[src/rtl/jtcps1_pkg.sv]
// Shared timing constants for the CPS1 video timing generator.
// The defaults describe the standard 512x262 CPS1 raster.
package jtcps1_pkg;

    localparam int CPS1_HW       = 9;
    localparam int CPS1_VW       = 9;
    localparam int CPS1_HTOTAL   = 512;
    localparam int CPS1_VTOTAL   = 262;
    localparam int CPS1_HB_START = 448;
    localparam int CPS1_HB_END   = 64;
    localparam int CPS1_HS_START = 460;
    localparam int CPS1_HS_END   = 496;
    localparam int CPS1_VB_START = 239;
    localparam int CPS1_VB_END   = 15;
    localparam int CPS1_VS_START = 256;
    localparam int CPS1_VS_END   = 1;

    localparam int OFFSET_W = 4;

endpackage

[src/rtl/jtcps1_timing_win.sv]
// Wrap-aware window comparator: start inclusive, end exclusive.
// start > end wraps through zero, start == end is an empty window.
module jtcps1_timing_win #(
    parameter int W = 9
)(
    input  logic [W-1:0] value,
    input  logic [W-1:0] win_start,
    input  logic [W-1:0] win_end,
    output logic         in_win
);

    always_comb begin
        in_win = 1'b0;
        if (win_start < win_end) begin
            in_win = (value >= win_start) && (value < win_end);
        end else if (win_start > win_end) begin
            in_win = (value >= win_start) || (value < win_end);
        end
    end

endmodule

[src/rtl/jtcps1_timing_gen.sv]
// CPS1 video timing generator: pixel/line counters, blanking, sync and frame
// counting, with per-frame programmable sync offsets.
module jtcps1_timing_gen
    import jtcps1_pkg::*;
#(
    parameter int HW       = CPS1_HW,
    parameter int VW       = CPS1_VW,
    parameter int HTOTAL   = CPS1_HTOTAL,
    parameter int VTOTAL   = CPS1_VTOTAL,
    parameter int HB_START = CPS1_HB_START,
    parameter int HB_END   = CPS1_HB_END,
    parameter int HS_START = CPS1_HS_START,
    parameter int HS_END   = CPS1_HS_END,
    parameter int VB_START = CPS1_VB_START,
    parameter int VB_END   = CPS1_VB_END,
    parameter int VS_START = CPS1_VS_START,
    parameter int VS_END   = CPS1_VS_END
)(
    input  logic                clk,
    input  logic                rst_n,
    input  logic                cen,
    input  logic [OFFSET_W-1:0] hoffset,
    input  logic [OFFSET_W-1:0] voffset,
    output logic [HW-1:0]       hdump,
    output logic [VW-1:0]       vdump,
    output logic [VW-1:0]       vrender,
    output logic [VW-1:0]       vrender1,
    output logic                start,
    output logic                HS,
    output logic                VS,
    output logic                HB,
    output logic                VB,
    output logic                preVB,
    output logic                frame,
    output logic [7:0]          frame_cnt
);

    localparam int MW = ((HW > VW) ? HW : VW) + 2;

    if (HTOTAL > 2**HW) begin : g_bad_htotal
        $fatal(1, "jtcps1_timing_gen: HTOTAL does not fit in HW bits");
    end
    if (VTOTAL > 2**VW) begin : g_bad_vtotal
        $fatal(1, "jtcps1_timing_gen: VTOTAL does not fit in VW bits");
    end
    if (HB_START >= HTOTAL || HB_END >= HTOTAL ||
        HS_START >= HTOTAL || HS_END >= HTOTAL) begin : g_bad_hwin
        $fatal(1, "jtcps1_timing_gen: horizontal window bound out of range");
    end
    if (VB_START >= VTOTAL || VB_END >= VTOTAL ||
        VS_START >= VTOTAL || VS_END >= VTOTAL) begin : g_bad_vwin
        $fatal(1, "jtcps1_timing_gen: vertical window bound out of range");
    end

    // Adds a small signed offset to a bound and folds the result into 0..total-1.
    function automatic logic [MW-1:0] mod_add(input logic [MW-1:0]       base,
                                              input logic [OFFSET_W-1:0] off,
                                              input logic [MW-1:0]       total);
        logic signed [MW-1:0] sum;
        sum = $signed(base) + $signed({{(MW-OFFSET_W){off[OFFSET_W-1]}}, off});
        if (sum < 0) begin
            sum = sum + $signed(total);
        end else if (sum >= $signed(total)) begin
            sum = sum - $signed(total);
        end
        return $unsigned(sum);
    endfunction

    logic [HW-1:0]       hdump_q, hdump_d;
    logic [VW-1:0]       vdump_q, vdump_d;
    logic [VW-1:0]       vrender_q, vrender_d;
    logic [VW-1:0]       vrender1_q, vrender1_d;
    logic                start_q, start_d;
    logic                hb_q, hb_d;
    logic                hs_q, hs_d;
    logic                vb_q, vb_d;
    logic                prevb_q, prevb_d;
    logic                vs_q, vs_d;
    logic                frame_q, frame_d;
    logic [7:0]          frame_cnt_q, frame_cnt_d;
    logic [OFFSET_W-1:0] hoff_q, hoff_d;
    logic [OFFSET_W-1:0] voff_q, voff_d;

    logic                hwrap, vwrap;
    logic [VW-1:0]       vdump_nxt, vrender_nxt, vrender1_nxt;
    logic [OFFSET_W-1:0] voff_eff;
    logic [HW-1:0]       hs_start, hs_end;
    logic [VW-1:0]       vs_start, vs_end;
    logic                hb_win, hs_win, prevb_win, vs_win;

    assign hwrap = cen && (hdump_q == HW'(HTOTAL - 1));
    assign vwrap = hwrap && (vdump_q == VW'(VTOTAL - 1));

    assign vdump_nxt    = (vdump_q    == VW'(VTOTAL - 1)) ? '0 : vdump_q    + 1'b1;
    assign vrender_nxt  = (vrender_q  == VW'(VTOTAL - 1)) ? '0 : vrender_q  + 1'b1;
    assign vrender1_nxt = (vrender1_q == VW'(VTOTAL - 1)) ? '0 : vrender1_q + 1'b1;

    // VS for line 0 already uses the offset being sampled at the frame wrap.
    assign voff_eff = vwrap ? voffset : voff_q;

    assign hs_start = HW'(mod_add(MW'(HS_START), hoff_q,   MW'(HTOTAL)));
    assign hs_end   = HW'(mod_add(MW'(HS_END),   hoff_q,   MW'(HTOTAL)));
    assign vs_start = VW'(mod_add(MW'(VS_START), voff_eff, MW'(VTOTAL)));
    assign vs_end   = VW'(mod_add(MW'(VS_END),   voff_eff, MW'(VTOTAL)));

    jtcps1_timing_win #(.W(HW)) u_hb_win (
        .value     (hdump_q),
        .win_start (HW'(HB_START)),
        .win_end   (HW'(HB_END)),
        .in_win    (hb_win)
    );

    jtcps1_timing_win #(.W(HW)) u_hs_win (
        .value     (hdump_q),
        .win_start (hs_start),
        .win_end   (hs_end),
        .in_win    (hs_win)
    );

    jtcps1_timing_win #(.W(VW)) u_prevb_win (
        .value     (vdump_q),
        .win_start (VW'(VB_START)),
        .win_end   (VW'(VB_END)),
        .in_win    (prevb_win)
    );

    jtcps1_timing_win #(.W(VW)) u_vs_win (
        .value     (vdump_nxt),
        .win_start (vs_start),
        .win_end   (vs_end),
        .in_win    (vs_win)
    );

    always_comb begin
        hdump_d     = hdump_q;
        vdump_d     = vdump_q;
        vrender_d   = vrender_q;
        vrender1_d  = vrender1_q;
        start_d     = start_q;
        hb_d        = hb_q;
        hs_d        = hs_q;
        vb_d        = vb_q;
        prevb_d     = prevb_q;
        vs_d        = vs_q;
        frame_d     = frame_q;
        frame_cnt_d = frame_cnt_q;
        hoff_d      = hoff_q;
        voff_d      = voff_q;
        if (cen) begin
            hdump_d = hwrap ? '0 : hdump_q + 1'b1;
            start_d = hwrap;
            hb_d    = hb_win;
            hs_d    = hs_win;
            prevb_d = prevb_win;
            // Vertical state only moves at line boundaries.
            if (hwrap) begin
                vdump_d    = vdump_nxt;
                vrender_d  = vrender_nxt;
                vrender1_d = vrender1_nxt;
                vb_d       = prevb_q;
                vs_d       = vs_win;
                if (vwrap) begin
                    hoff_d      = hoffset;
                    voff_d      = voffset;
                    frame_d     = ~frame_q;
                    frame_cnt_d = frame_cnt_q + 8'd1;
                end
            end
        end
    end

    always_ff @(posedge clk or negedge rst_n) begin
        if (!rst_n) begin
            hdump_q     <= '0;
            vdump_q     <= VW'(VTOTAL - 1);
            vrender_q   <= '0;
            vrender1_q  <= VW'(1);
            start_q     <= 1'b0;
            hb_q        <= 1'b1;
            hs_q        <= 1'b0;
            vb_q        <= 1'b1;
            prevb_q     <= 1'b1;
            vs_q        <= 1'b0;
            frame_q     <= 1'b0;
            frame_cnt_q <= 8'd0;
            hoff_q      <= '0;
            voff_q      <= '0;
        end else begin
            hdump_q     <= hdump_d;
            vdump_q     <= vdump_d;
            vrender_q   <= vrender_d;
            vrender1_q  <= vrender1_d;
            start_q     <= start_d;
            hb_q        <= hb_d;
            hs_q        <= hs_d;
            vb_q        <= vb_d;
            prevb_q     <= prevb_d;
            vs_q        <= vs_d;
            frame_q     <= frame_d;
            frame_cnt_q <= frame_cnt_d;
            hoff_q      <= hoff_d;
            voff_q      <= voff_d;
        end
    end

    assign hdump     = hdump_q;
    assign vdump     = vdump_q;
    assign vrender   = vrender_q;
    assign vrender1  = vrender1_q;
    assign start     = start_q;
    assign HS        = hs_q;
    assign VS        = vs_q;
    assign HB        = hb_q;
    assign VB        = vb_q;
    assign preVB     = prevb_q;
    assign frame     = frame_q;
    assign frame_cnt = frame_cnt_q;

endmodule
[config.mk]
export PLATFORM = sky130hd
export DESIGN_NAME = jtcps1_timing_gen
export DESIGN_NICKNAME = d
export VERILOG_FILES = /design/src/rtl/jtcps1_pkg.sv /design/src/rtl/jtcps1_timing_win.sv /design/src/rtl/jtcps1_timing_gen.sv
export SDC_FILE = /design/constraint.sdc
export NUM_CORES = 1
export LEC_CHECK = 0
export CORE_MARGIN = 2
export CORE_UTILIZATION = 60
export CTS_BUF_LIST = sky130_fd_sc_hd__clkbuf_2 sky130_fd_sc_hd__clkbuf_4 sky130_fd_sc_hd__clkbuf_8
export CTS_CLUSTER_DIAMETER = 30
export CTS_CLUSTER_SIZE = 8
export DETAILED_ROUTE_END_ITERATION = 6
export PLACE_DENSITY = 0.88
export SLEW_MARGIN = 20
export SYNTH_ARGS = -nofsm -noshare
export SYNTH_HDL_FRONTEND = slang
export SYNTH_SLANG_ARGS = --single-unit
[constraint.sdc]
create_clock -name clk -period 8.6 [get_ports clk]
set_input_delay 1.72 -clock clk [delete_from_list [all_inputs] [get_ports clk]]
set_output_delay 1.72 -clock clk [all_outputs]
set_load 0.02 [all_outputs]
==> key figures <==
Run status
  – Outcome: finished, final reports clean

Power
  – Static leakage: 0.002145 µW
  – Power, Total: 726.6 µW
  – Worst IR Drop VDD: between 0.1 and 0.15 mV
  – PwrDens: 153.4 mW/mm²

STA
  – Final worst setup slack: 2.110 ns
  – Tcrit/Tclk final: 0.7547
  – Slew headroom: 0.4310
  – RSZ-0062 raised after global routing: false
  – Max Slew Vio Count: 0
  – Max Fclk: 154.1 MHz
  – Worst clock skew: about 0.011 ns
  – Final min period: 6.490 ns
  – Hold Fails Final Rpt: 0
  – Worst-Margin Slew: about 0.85 ns
  – Final setup viols: 0
  – TNS Setup: 0 ns

GRT
  – Global route overflow: 0
  – Initial antenna violation count: 0
  – Global Route Usage Sum: 0.2469
  – Pin count of the biggest net entering global routing: 60
  – Global-route wire length before repair: 14.39 mm
  – Vias in the first global route: about 3200

Setup path
  – Crit-path cells: clkdlybuf4s50_1 > nand2_1 > buf_4 > nor3_4 > mux2i_1 > clkinv_1 > nand2_2 > inv_1 > ha_1 > a21oi_1 > inv_1 > ha_1 > or3_1 > a31oi_1 > o21ai_0 > a311oi_1 > a31oi_1
  – Worst setup path start: cen
  – R2R Path Start: hdump[1]
  – CP max stage delay: ~0.78 ns
  – Startpoint types: primary input
  – CP max-delay cell: clkdlybuf4s50_1
  – CP Max Fanout: 21
  – WS Path Type: primary input to register
  – Crit. End Element: register
  – Worst Path Arrival: approximately 6.7 ns
  – Worst EP required: 8.81 ns

Clock tree
  – CTS tree: yes
  – H-tree level count: 3
  – Clock buffer count from CTS: 9
  – Worst-Skew Late Latency: about 0.33 ns
  – Post-CTS Setup Inserts: 0
  – Clock Sinks: a little under 60
  – CTS root buf: clkbuf_8
  – CTS Buffer Depth: 2
  – Cts hold-fix bufs: 0
  – Post_cts resized: 0
  – Clock transition at path regs: 0.07 ns

Synth
  – Post-synthesis mux area share: 0.02227
  – Post-synthesis compound-gate area fraction: 0.1423
  – Area of the mapped netlist: ~0.0039 mm²
  – Post-synth EDFFs: 0
  – Post-Syn Area per Cell: 9.366 µm²
  – YS warnings: 0
  – Synth area leaders: dfrtp_1, ha_1, xnor2_1, dfstp_2, nand2_1
  – Synth top area share: 0.3356
  – Cell taking the most area after synthesis: dfrtp_1
  – Async S/R FF share, synth: 1.000
  – Post-synthesis cell type count: between 50 and 60
  – Sequential-to-total area share from yosys stat: 0.3830
  – Largest family of logic cells by synthesized area: simple AND/OR/NAND/NOR gates
  – Adder-cell area share of the yosys netlist: 0.1581
  – Ys flop type: dfrtp_1
  – Mapped Cells: 414
  – Synth Area in XOR/XNOR: 0.07454
  – Synth Register Bits: 59
  – Synth Area in Simple Gates: 0.1820
  – Syn Nets: 474

Place
  – Cell total after placement: 543
  – IO buf count: 61
  – Dpl ws: between 1.5 and 2 ns
  – Hpwl dp: just over 6 mm
  – RD Place Congestion: 0.9556

Drt
  – Vias: 3207
  – DRC: 0
  – Avg WL per Cell: 15.04 µm
  – DRT iter0 DRCs: ~130
  – Routed Antenna Nets: 0
  – DR vias/cell: ~5.7
  – Post-Route WL: 8.408 mm
  – Drt pass-1 iters: 4

Layout
  – Non-filler instance count after layout: 559
  – Antenna cell count: 0
  – Register Area: 0.001485 mm²
  – Ratio of cells with drive above 1 in the final layout: 0.08091
  – Nets: 537
  – Multi-input logic area: 0.002246 mm²
  – Area growth from synthesis to layout: 22.17%
  – Filler cells: 474

Flow run
  – Max_cap viols: 0

Floorplan
  – FP Rows: 29
  – Num ports: 62
  – DIE AREA: 0.007122 mm²
  – Core Footprint: 0.006314 mm²
  – Starting Density: 0.6141
  – Die Wd: ~84 µm
  – DIE HEIGHT: 84.39 µm

Worst hold path
  – Hold path start: frame_cnt[7]
  – Hold crit path type: register to register
## synth_stat cells, types with 3 or more instances
cell type / count
or3_1: 4
and3_1: 5
nor3_1: 7
nand2b_1: 4
dfstp_2: 7
nor2_1: 28
xnor2_1: 22
nand2_1: 43
a31oi_1: 5
nand3_1: 25
ha_1: 49
nand4_1: 4
mux2_2: 3
o21bai_1: 3
o31ai_1: 10
o21ai_0: 31
xor2_1: 11
o21a_1: 4
o2bb2ai_1: 3
inv_1: 21
and2_1: 5
dfrtp_1: 52
clkbuf_1: 7
a21oi_1: 18
## cell families after synthesis
group	Yosys count
AO/OA/AOI/OAI	89
AND/OR/NAND/NOR	141
XOR/XNOR	33
adder cells (fa/ha/maj)	49
buffers and inverters	36
flip-flops	59
multiplexers	7
## cells in the final DEF (no fill, tap or decap), types with 3 or more instances in the layout
master            n
o21a_1            4
nand4_1           4
inv_1            21
o2bb2ai_1         3
dfstp_2           7
clkdlybuf4s50_1  60
nand2_1          43
o21bai_1          3
mux2_2            3
xor2_1           11
o21ai_0          31
a31oi_1           5
nor2_1           28
and3_1            5
nor3_1            7
or3_1             4
clkbuf_8          9
and2_1            5
xnor2_1          22
nand3_1          25
clkinv_2          3
dfrtp_1          52
ha_1             49
nand2b_1          4
a21oi_1          18
o31ai_1          10
## power breakdown
| part | internal [µW] | switching, µW | total (µW) | leakage (µW) |
|---|---|---|---|---|
| registers | 298 | 37.3 | 336 | 0.000757 |
| logic | 70.1 | 69.2 | 139 | 0.00129 |
| clock network | 139 | 112 | 252 | 0.0000962 |
| total | 508 | 219 | 727 | 0.00214 |
## sequential cells by signal (all words and copies together), names as in the netlist
signal / cells
preVB: 1
HB: 1
vdump: 9
hoff_q: 4
vrender: 9
VB: 1
voff_q: 4
VS: 1
hdump: 9
HS: 1
vrender1: 9
frame: 1
frame_cnt: 8
start: 1
## metrics by stage
step                      instance area [µm²]  hold slack (ns)  utilization
after detailed placement                 4543           0.4710       0.7196
after floorplan                          3877           0.4848            -
after global placement                   4543           0.4537       0.7196
final                                    4737           0.4759       0.7503
after global routing                     4737           0.4976       0.7503
after CTS                                4737           0.4807       0.7503
## path summary, 6_finish.rpt
check	cells after the start	slack [ns]	endpoint
max reg2reg	20	3.05	VS
max	17	2.11	VS
min	1	0.48	frame_cnt[7]
max in group asynchronous	2	6.56	frame_cnt[0]
min reg2reg	1	0.48	frame_cnt[7]
min in group asynchronous	2	1.52	vrender[7]
## metal layers
metal,part of all wire,routed length [µm],global-route usage
met1,0.46,3846,0.3318
met2,0.50,4168,0.4069
met3,0.027,226,0.04326
met5,0,0,0
met4,0.020,167,0.08369
## critical path, delay by kind of cell
family	cells	cell delay [ns]
buf+inv	5	1.53
mux	1	0.46
fa+ha+maj	2	0.59
compound gates	5	1.02
simple gates	4	1.35
## layout make-up
type | instances | share of cell area
Clock buffer | 11 | 0.02932
Clock inverter | 5 | 0.01162
Inverter | 25 | 0.02007
Multi-Input combinational cell | 319 | 0.4741
Sequential cell | 59 | 0.3135
Tap cell | 77 | 0.02034
Timing Repair Buffer | 63 | 0.1310
No activity file was read; power rests on OpenSTA's default activity.
==> edit: new RTL, config.mk and constraints unchanged <==
`OFFSET_W`: 4 -> 3.
--- a/src/rtl/jtcps1_pkg.sv
+++ b/src/rtl/jtcps1_pkg.sv
@@ -17,3 +17,3 @@
 
-    localparam int OFFSET_W = 4;
+    localparam int OFFSET_W = 3;
 
Interface: changed (resized hoffset and voffset); port bits go from 62 to 60. No check against the original RTL was run, so the function may have changed too.
==> edit against the unedited design <==
Final area decreased by 8.5%; routed wire length down 2.8%; core utilization increased by 3.7 points; first-iteration DRC count grew 48%; sequential cell count is 2 lower; worst setup slack improved by 0.20 ns; critical path type unchanged; power shrank 1.8%; area after synthesis fell by 11%; critical endpoint unchanged.
==> edit: results (changes against the unedited design) <==
Ant. Diodes = 0 (unchanged)
fraction of registers with async set or reset after synthesis = 100% (unchanged)
leading area contributor after synthesis = dfrtp_1 (unchanged)
largest net degree at the start of global routing = 58 (was 60)
dpl hpwl = 5.68 mm (was 6.19 mm)
GRT Total Usage = 27.3% (was 24.7%)
DR iter-0 viols = 198 (was 134)
H-tree depth = 3 (unchanged)
dominant cells by area after synthesis = dfrtp_1 36%, ha_1 13%, dfstp_2 5.4% (was dfrtp_1 34%, ha_1 16%, xnor2_1 5.0%)
IO Port Bufs = 59 (was 61)
Worst slew margin = 49.0% (was 43.1%)
worst-path fanout max = 18 (was 21)
CP arrival = 6.56 ns (was 6.70 ns)
clock transition at the registers of the reported paths = 0.07 ns (about the same)
Routed Antenna Nets = 0 (unchanged)
Wirelength per Cell = 16.5 um (was 15.0 um)
r2r setup slk = 3.18 ns (was 3.05 ns)
min-delay worst type = register to register (unchanged)
status = finished, final reports clean (unchanged)
Ys Warns = 0 (unchanged)
share of layout cells above drive strength 1 = 9.20% (was 8.09%)
final setup vio count = 0 (unchanged)
Peak VDD IR = 0.105 mV (was 0.149 mV)
Synth top cells by count = 50 x dfrtp_1, 43 x nand2_1, 36 x ha_1 (was 52 x dfrtp_1, 49 x ha_1, 43 x nand2_1)
Via density = 5.96 (was 5.74)
setup bufs post-CTS = 0 (unchanged)
first-pass GRT wire length = 13.4 mm (was 14.4 mm)
total CTS buffers = 9 (unchanged)
Clock Skews = 0.0102 ns (was 0.0110 ns)
leakage = 2.00 nW (was 2.14 nW)
vias in the first global route = 2932 (was 3176)
final-report max-slew violation count = 0 (unchanged)
ys flop type = dfrtp_1 (unchanged)
initial antenna violation count = 0 (unchanged)
DR DRC count = 0 (unchanged)
clk root buf = clkbuf_8 (unchanged)
unique cell type count in the Yosys netlist = 48 (was 57)
clock tree buffer depth = 2 (unchanged)
clk_lat worst skew = 0.34 ns
Syn Nets = 400 (was 474)
First-pass DRT Iterations = 5 (was 4)
# Max-Cap Violations = 0 (unchanged)
Layout fillers = 370 (was 474)
routability congestion estimate = 0.848 (was 0.956)
Final #Nets = 464 (was 537)
Seq/Total Area, Yosys = 41.8% (was 38.3%)
Post-CTS Resized = 0 (unchanged)
edit: cell types whose count changed in the layout (fill, tap and decap cells not counted), moves of 4 or more:
cell / unedited run / this run
inv_1: 21 / 14
mux2_2: 3 / 7
xor2_1: 11 / 15
ha_1: 49 / 36
nand3_1: 25 / 15
xnor2_1: 22 / 17
o31ai_1: 10 / 6
a21oi_1: 18 / 9
edit: worst paths after layout:
| path | depth (start not counted) | to | from |
|---|---|---|---|
| setup / recovery | 15 | VS$_DFFE_PN0P_ | cen |
| hold / removal | 1 | frame_cnt[7]$_DFFE_PN0P_ | frame_cnt[7]$_DFFE_PN0P_ |
| setup reg to reg | 18 | VS$_DFFE_PN0P_ | hdump[1]$_DFFE_PN0P_ |
| hold reg to reg | 1 | frame_cnt[7]$_DFFE_PN0P_ | frame_cnt[7]$_DFFE_PN0P_ |
| max in group asynchronous | 2 | vrender[6]$_DFFE_PN0P_ | rst_n |
| min in group asynchronous | 2 | start$_DFFE_PN0P_ | rst_n |
edit: power breakdown:
group	internal, mW	total (mW)	switching (mW)
logic	0.0495	0.102	0.0526
clock network	0.194	0.301	0.108
registers	0.283	0.310	0.0276
edit: metal layers:
layer,vias to the layer above,GRT usage (%),wire [um]
met1,1439,32.6,3390
li1,1381,-,-
met4,0,12.4,244
met3,30,5.66,394
met5,-,0,0
met2,104,47.1,4150
edit: stage by stage:
stage	area, sq um	std cells	power [mW]	hold WS [ns]	setup slack (ns)
after CTS	4340	496	0.717	0.472	2.37
after global placement	4100	480	0.410	0.457	2.28
final	4340	496	0.714	0.468	2.31
after floorplan	3440	355	0.362	0.481	3.87
after global routing	4340	496	0.740	0.476	1.99
after detailed placement	4100	480	0.417	0.464	2.07
edit: worst max-delay path: stages:
cell and delay [ns]:
clkdlybuf4s50_1 0.76, nand2_1 0.53, nor3_4 0.76, mux2_2 0.43
ha_1 0.21, inv_1 0.10, xnor2_1 0.14, ha_1 0.26
a221o_1 0.32, ha_1 0.26, o21ai_0 0.18, a21oi_1 0.07
o31a_1 0.23, a2111oi_0 0.38, o31a_1 0.19
edit: kinds of logic after synthesis:
kind of cell    after synthesis  share of synthesized area [%]
simple gates                134                           19.8
compound gates               64                           11.6
flops                        57                           41.8
fa+ha+maj                    36                           13.1
xor+xnor                     32                           8.15
buf+inv                      23                           2.58
mux                           9                           3.02
edit: cell type report:
| type | count | area (sq um) | share of cell area, % |
|---|---|---|---|
| clock buffer | 14 | 180 | 4.16 |
| sequential | 57 | 1440 | 33.1 |
| timing repair buffer | 61 | 601 | 13.9 |
| clock inverter | 2 | 60.1 | 1.39 |
| multi-input combinational | 275 | 1910 | 44.1 |
| inverter | 15 | 56.3 | 1.30 |
| tap | 72 | 90.1 | 2.08 |
